[src/rtl/pc_target_pkg.sv]
// pc_target_pkg
// Shared definitions for the program-counter unit.
//   pc_mode_e    : next-PC source selection (sequential, branch, jump, register-jump)
//   PC_MODE_W    : width of the mode field
//   pc_inc_bytes : instruction size in bytes for a given alignment shift
package pc_target_pkg;

    localparam int unsigned PC_MODE_W = 2;

    typedef enum logic [PC_MODE_W-1:0] {
        PCM_SEQ    = 2'd0,
        PCM_BRANCH = 2'd1,
        PCM_JUMP   = 2'd2,
        PCM_JREG   = 2'd3
    } pc_mode_e;

    function automatic longint unsigned pc_inc_bytes(input int unsigned shift);
        return 64'd1 << shift;
    endfunction

endpackage

[src/rtl/pc_target_ras.sv]
// pc_ras
// Circular return-address stack used by pc_target_unit when PC_RAS_EN is defined.
//   clk, rst   : clock, asynchronous active-high reset (clears pointer and count)
//   push       : store push_data as the new top entry
//   pop        : discard the top entry (ignored while empty)
//   push_data  : return address to store
//   top_data   : current top entry (only meaningful while not empty)
//   empty      : no valid entries
// Push+pop together on a non-empty stack overwrites the top in place.
// Pushing while full wraps the pointer onto the oldest entry.
module pc_ras #(
    parameter int unsigned ADDR_W = 32,
    parameter int unsigned DEPTH  = 4
) (
    input  logic              clk,
    input  logic              rst,
    input  logic              push,
    input  logic              pop,
    input  logic [ADDR_W-1:0] push_data,
    output logic [ADDR_W-1:0] top_data,
    output logic              empty
);

    localparam int unsigned PTR_W = (DEPTH > 1) ? $clog2(DEPTH) : 1;
    localparam int unsigned CNT_W = PTR_W + 1;
    localparam logic [CNT_W-1:0] FULL = CNT_W'(DEPTH);

    logic [ADDR_W-1:0] mem [DEPTH];
    logic [PTR_W-1:0]  top_ptr;
    logic [CNT_W-1:0]  count;
    logic              do_pop;

    assign empty    = (count == '0);
    assign do_pop   = pop && !empty;
    assign top_data = mem[top_ptr];

    always_ff @(posedge clk or posedge rst) begin
        if (rst) begin
            top_ptr <= '0;
            count   <= '0;
        end else if (do_pop && push) begin
            // replace in place: pointer and count unchanged
            top_ptr <= top_ptr;
        end else if (push) begin
            top_ptr <= top_ptr + 1'b1;
            if (count != FULL) begin
                count <= count + 1'b1;
            end
        end else if (do_pop) begin
            top_ptr <= top_ptr - 1'b1;
            count   <= count - 1'b1;
        end
    end

    // storage carries no reset; entries are only read while count is nonzero
    always_ff @(posedge clk) begin
        if (do_pop && push) begin
            mem[top_ptr] <= push_data;
        end else if (push) begin
            mem[top_ptr + 1'b1] <= push_data;
        end
    end

endmodule

[src/rtl/pc_target_unit.sv]
// pc_target_unit
// Registered program counter with next-PC selection for the single-cycle CPU.
// Optional feature macro: PC_RAS_EN (adds a RAS_DEPTH-entry return-address stack).
//   clk_i, rst_i : clock, asynchronous active-high reset
//   stall_i      : hold PC (and stack); suppresses misalign flag
//   mode_i       : 0 SEQ, 1 BRANCH, 2 JUMP, 3 JREG
//   taken_i      : branch condition
//   jidx_i       : jump index (IMM_W bits)
//   boff_i       : signed branch word offset
//   rs_data_i    : register-jump target
//   link_i       : push return address on JUMP/JREG (stack build only)
//   ret_i        : pop return address on JREG (stack build only)
//   pc_o         : current PC (registered)
//   pc_plus_o    : pc_o + instruction size
//   misalign_o   : high the cycle after a JREG to a misaligned target
//   ras_empty_o  : return stack empty (tied high without the stack)
module pc_target_unit
    import pc_target_pkg::*;
#(
    parameter int unsigned       ADDR_W    = 32,
    parameter int unsigned       IMM_W     = 26,
    parameter int unsigned       SHIFT     = 2,
    parameter logic [ADDR_W-1:0] RESET_PC  = '0,
    parameter int unsigned       RAS_DEPTH = 4
) (
    input  logic                 clk_i,
    input  logic                 rst_i,
    input  logic                 stall_i,
    input  logic [PC_MODE_W-1:0] mode_i,
    input  logic                 taken_i,
    input  logic [IMM_W-1:0]     jidx_i,
    input  logic [15:0]          boff_i,
    input  logic [ADDR_W-1:0]    rs_data_i,
    input  logic                 link_i,
    input  logic                 ret_i,
    output logic [ADDR_W-1:0]    pc_o,
    output logic [ADDR_W-1:0]    pc_plus_o,
    output logic                 misalign_o,
    output logic                 ras_empty_o
);

    localparam logic [ADDR_W-1:0] INC      = ADDR_W'(pc_inc_bytes(SHIFT));
    localparam logic [ADDR_W-1:0] LOW_MASK = INC - ADDR_W'(1);
    // bits replaced by the jump index; when IMM_W+SHIFT == ADDR_W the shift
    // yields zero and the mask covers the whole word (no upper field kept)
    localparam logic [ADDR_W-1:0] JMP_MASK =
        (ADDR_W'(1) << (IMM_W + SHIFT)) - ADDR_W'(1);

    pc_mode_e          mode;
    logic [ADDR_W-1:0] pc_q;
    logic [ADDR_W-1:0] pc_plus;
    logic [ADDR_W-1:0] pc_next;
    logic [ADDR_W-1:0] branch_off;
    logic [ADDR_W-1:0] jump_target;
    logic [ADDR_W-1:0] jreg_src;
    logic              jreg_misaligned;
    logic              misalign_q;

    assign mode        = pc_mode_e'(mode_i);
    assign pc_plus     = pc_q + INC;
    assign branch_off  = ADDR_W'($signed(boff_i)) << SHIFT;
    assign jump_target = (pc_plus & ~JMP_MASK) | (ADDR_W'(jidx_i) << SHIFT);

`ifdef PC_RAS_EN
    logic              ras_push;
    logic              ras_pop;
    logic              ras_empty;
    logic [ADDR_W-1:0] ras_top;

    assign ras_push = !stall_i && link_i && (mode == PCM_JUMP || mode == PCM_JREG);
    assign ras_pop  = !stall_i && ret_i && (mode == PCM_JREG);
    // an empty-stack return falls back to the register operand
    assign jreg_src = (ras_pop && !ras_empty) ? ras_top : rs_data_i;

    pc_ras #(
        .ADDR_W (ADDR_W),
        .DEPTH  (RAS_DEPTH)
    ) u_ras (
        .clk       (clk_i),
        .rst       (rst_i),
        .push      (ras_push),
        .pop       (ras_pop),
        .push_data (pc_plus),
        .top_data  (ras_top),
        .empty     (ras_empty)
    );

    assign ras_empty_o = ras_empty;
`else
    logic unused_ras;

    assign unused_ras  = link_i ^ ret_i ^ (RAS_DEPTH == 0);
    assign jreg_src    = rs_data_i;
    assign ras_empty_o = 1'b1;
`endif

    assign jreg_misaligned = |(jreg_src & LOW_MASK);

    always_comb begin
        pc_next = pc_plus;
        case (mode)
            PCM_SEQ:    pc_next = pc_plus;
            PCM_BRANCH: if (taken_i) pc_next = pc_plus + branch_off;
            PCM_JUMP:   pc_next = jump_target;
            PCM_JREG:   pc_next = jreg_src & ~LOW_MASK;
            default:    pc_next = pc_plus;
        endcase
    end

    always_ff @(posedge clk_i or posedge rst_i) begin
        if (rst_i) begin
            pc_q       <= RESET_PC;
            misalign_q <= 1'b0;
        end else if (stall_i) begin
            misalign_q <= 1'b0;
        end else begin
            pc_q       <= pc_next;
            misalign_q <= (mode == PCM_JREG) && jreg_misaligned;
        end
    end

    assign pc_o       = pc_q;
    assign pc_plus_o  = pc_plus;
    assign misalign_o = misalign_q;

endmodule

[config.mk]
export PLATFORM = sky130hd
export DESIGN_NAME = pc_target_unit
export DESIGN_NICKNAME = d
export VERILOG_FILES = /design/src/rtl/pc_target_pkg.sv /design/src/rtl/pc_target_ras.sv /design/src/rtl/pc_target_unit.sv
export SDC_FILE = /design/constraint.sdc
export NUM_CORES = 1
export LEC_CHECK = 0
export ABC_AREA = 0
export CAP_MARGIN = 20
export CORE_MARGIN = 1.5
export CORE_UTILIZATION = 48
export CTS_CLUSTER_SIZE = 14
export DETAILED_ROUTE_END_ITERATION = 7
export GPL_ROUTABILITY_DRIVEN = 0
export GPL_TIMING_DRIVEN = 0
export PLACE_DENSITY_LB_ADDON = 0.1
export SLEW_MARGIN = 20
export SYNTH_ARGS = -nofsm -noshare
export SYNTH_HDL_FRONTEND = slang
export SYNTH_SLANG_ARGS = --single-unit
[constraint.sdc]
create_clock -name clk_i -period 4.57 [get_ports clk_i]
set_input_delay 0.6855 -clock clk_i [delete_from_list [all_inputs] [get_ports clk_i]]
set_output_delay 0.6855 -clock clk_i [all_outputs]
set_load 0.05 [all_outputs]
==> impl_metrics.ini <==
[final_layout]
n_antenna_cell = 0
nets = 863
area_growth_pct = 38.3
drive_gt1_share_pct = 6.02
regArea_um2 = 776
postLayoutCellArea_mm2 = 0.00609
multi_input_area_mm2 = 0.00348
fillers = 777

[critical_path]
crit_path_start_kind = flop
worstReg2RegEnd = pc_o[31]
reg2reg_slack_ns = 0.23
critical_path_arrival_ns = 4.52
required_ns = 4.74
crit_type = reg -> reg
r2r-start = pc_o[2]
cp-end-kind = flop
crit_fanout = 7
r2r_cells = 17

[sta]
finalCritPeriodShare_pct = 95.0
slew_headroom_pct = 43.7
final_max_slew_viol_count = 0
finalClockSkew_ns = 0.00884
fin_setup_tns_ns = 0
max_freq_mhz = 230
hold_violations = 0
setup_viol = 0
fin_crit_ns = 4.34
rsz0062_at_grt = true
worstMarginPinSlew_ns = 0.844

[floorplan]
design.die.area_mm2 = 0.00976
pin_count = 148
die_width_um = 98.8
core_mm2 = 0.00881
die_h_um = 98.8
floorplan.initialDensity_pct = 50.0
num_rows = 34

[routing]
dr_total_vias = 5350
drcViolationCount = 11
post_drt_via_cell_ratio = 6.26
finalWirelength_um = 16800
wl_per_cell_um = 19.6
first_pass_iters = 8
drt_iter0_drc = 573
antenna_left = 0

[cts]
path_clk_slew_ns = 0.07
clockBufferDepth = 2
htree_levels = 2
insertion_delay_ns = 0.29
cts_tree = done
cts_root_buf = clkbuf_8
cts_sinks = 31
cts_buffers = 5

[hold_path]
min_from = pc_o[8]
min_path_cells = 1
min_path_type = reg -> reg
min_to = pc_o[8]

[global_routing]
grt_pass1_wl_um = 26100
grt-ovfl-total = 0
antenna_found_initial = 0
first_global_vias = 5004
grt_max_degree = 32
grt_usage_pct = 33.5

[yosys]
synth.ff_latch_count = 31
synth.distinct_cells = 66
syn_avg_cell_area_um2 = 7.39
ys.flop_type = dfrtp_1
synth_edf_count = 0
postSynthCellCount = 596
synth-async-reset-ratio_pct = 100
ys_warn_count = 0
seq_area_frac_synth_pct = 17.6
syn_area_mm2 = 0.00441

[placement]
port_buffers = 138
place_area_mm2 = 0.00596
hpwl_um = 12900

[power_and_ir_drop]
p_sw_mw = 1.27
combPwrFrac_pct = 71.6
leakage_nw = 2.57
clkPwrFrac_pct = 10.6
seqPwrFrac_pct = 17.9
cellPowerDensity_mw_per_mm2 = 386
ir_drop_mv = 0.157
p_sw_share_pct = 54.1
intPower_mw = 1.08

[run_status]
violations = design-rule violations
outcome = finished, violations left

[run]
maxCapViolations = 0
-- per-stage QoR --
stage / setup WS, ns / utilization, % / std cells / power (mW) / hold slack [ns]
global placement: 0.136 / 67.7 / 845 / 2.03 / 0.570
floorplan: -0.0899 / - / 599 / 1.53 / 0.789
global route: -0.0424 / 69.2 / 855 / 2.47 / 0.632
finish: 0.227 / 69.2 / 855 / 2.35 / 0.604
CTS: 0.0503 / 68.9 / 853 / 2.31 / 0.599
detailed placement: 0.0964 / 67.7 / 845 / 2.06 / 0.581
-- state kept, by name, indices dropped and copies added, names as in the netlist --
signal / count
misalign_o: 1
pc_o: 30
-- cells by family after synthesis --
group / Yosys count / share of synthesized area, %
flip-flops: 31 / 17.6
buffers and inverters: 49 / 4.66
AO/OA/AOI/OAI: 181 / 25.7
adder cells (fa/ha/maj): 35 / 10.1
XOR/XNOR: 51 / 10.5
other: 2 / 0.170
multiplexers: 30 / 7.04
AND/OR/NAND/NOR: 217 / 24.2
-- routing by layer --
metal  vias to the layer above  share of wire (%)  global-route usage, %  wire [um]
li1                       2470                  -                      -          -
met1                      2507                 41                   46.3       6930
met2                       332                 45                   54.5       7560
met3                        41                 11                   6.60       1920
met4                         0                2.1                   6.70        344
met5                         -                  0                      0          0
-- cell type report --
class	instances	share of cell area, %
Buffer	28	2.07
Clock buffer	8	1.64
Inverter	21	1.29
Multi-Input combinational cell	519	57.1
Sequential cell	31	12.7
Tap cell	108	2.22
Timing Repair Buffer	140	22.9
-- power groups by stage --
| stage | clock network, mW | logic, mW | registers [mW] |
|---|---|---|---|
| final | 0.249 | 1.68 | 0.420 |
| after detailed placement | 0 | 1.64 | 0.420 |
| after CTS | 0.247 | 1.65 | 0.416 |
| after global routing | 0.259 | 1.78 | 0.428 |
| after floorplan | 0 | 0.950 | 0.584 |
| after global placement | 0 | 1.62 | 0.418 |
-- timing repair --
action,CTS,global route
endpoints found under the setup margin,0,14
hold buffers,0,0
resized for setup,0,4
buffers inserted,0,2
-- critical path, cell delays in order, from the launching register on --
cell,delay (ns)
dfrtp_1,0.51
ha_1,0.19
clkbuf_1,0.30
and3_1,0.22
nand4_1,0.09
buf_4,0.19
nor3_4,0.27
nand4_1,0.24
xnor2_2,0.35
ha_1,0.36
a211oi_1,0.33
o21a_1,0.18
o21a_1,0.12
o21bai_1,0.08
nor3_1,0.27
xnor2_1,0.19
mux2i_1,0.24
o31ai_1,0.08
-- how the worst max path moves through the flow --
stage | from | end | depth (start not counted)
after floorplan | pc_o[2] | pc_o[26] | 14
after global placement | pc_o[2] | pc_o[26] | 14
after detailed placement | pc_o[2] | pc_o[26] | 14
after CTS | pc_o[2] | pc_o[31] | 16
after global routing | pc_o[2] | pc_o[31] | 17
final | pc_o[2] | pc_o[31] | 17
-- cells in the mapped netlist (3+ instances only) --
cell / instances / area share, %
nand2b_1: 4 / 0.57
o22a_1: 3 / 0.60
mux2_2: 8 / 2.0
o21a_1: 6 / 1.0
nor2b_1: 5 / 0.71
mux2i_1: 22 / 5.0
a22oi_1: 3 / 0.51
nand3b_1: 3 / 0.51
xnor2_1: 37 / 7.4
a221o_1: 4 / 0.91
inv_1: 19 / 1.6
o21bai_1: 4 / 0.68
a21oi_1: 49 / 5.6
clkbuf_1: 16 / 1.4
ha_1: 34 / 9.7
a211oi_1: 12 / 2.0
o211ai_1: 6 / 1.0
xor2_1: 12 / 2.4
buf_1: 5 / 0.43
a21o_1: 10 / 1.7
nand4_1: 12 / 1.7
nor2_1: 63 / 5.4
o22ai_1: 7 / 0.99
a22o_1: 3 / 0.60
nand3_1: 19 / 2.2
buf_4: 5 / 0.85
and3_1: 5 / 0.71
o221ai_1: 3 / 0.60
nand2_1: 74 / 6.3
a221oi_1: 3 / 0.60
o21ai_0: 47 / 5.3
dfrtp_1: 31 / 18
a31oi_1: 8 / 1.1
nor3_1: 11 / 1.2
nor4b_1: 3 / 0.60
-- cell usage in the layout, fill, tap and decap left out, types with 12 or more instances in the layout --
cell,count
nand3_1,19
a211oi_1,12
a21oi_1,49
ha_1,34
mux2i_1,22
clkbuf_1,17
inv_1,18
nand4_1,12
nand2_1,74
o21ai_0,47
nor2_1,63
clkdlybuf4s50_1,138
xnor2_1,33
dfrtp_1,31
(Power assumes the default switching activity.)
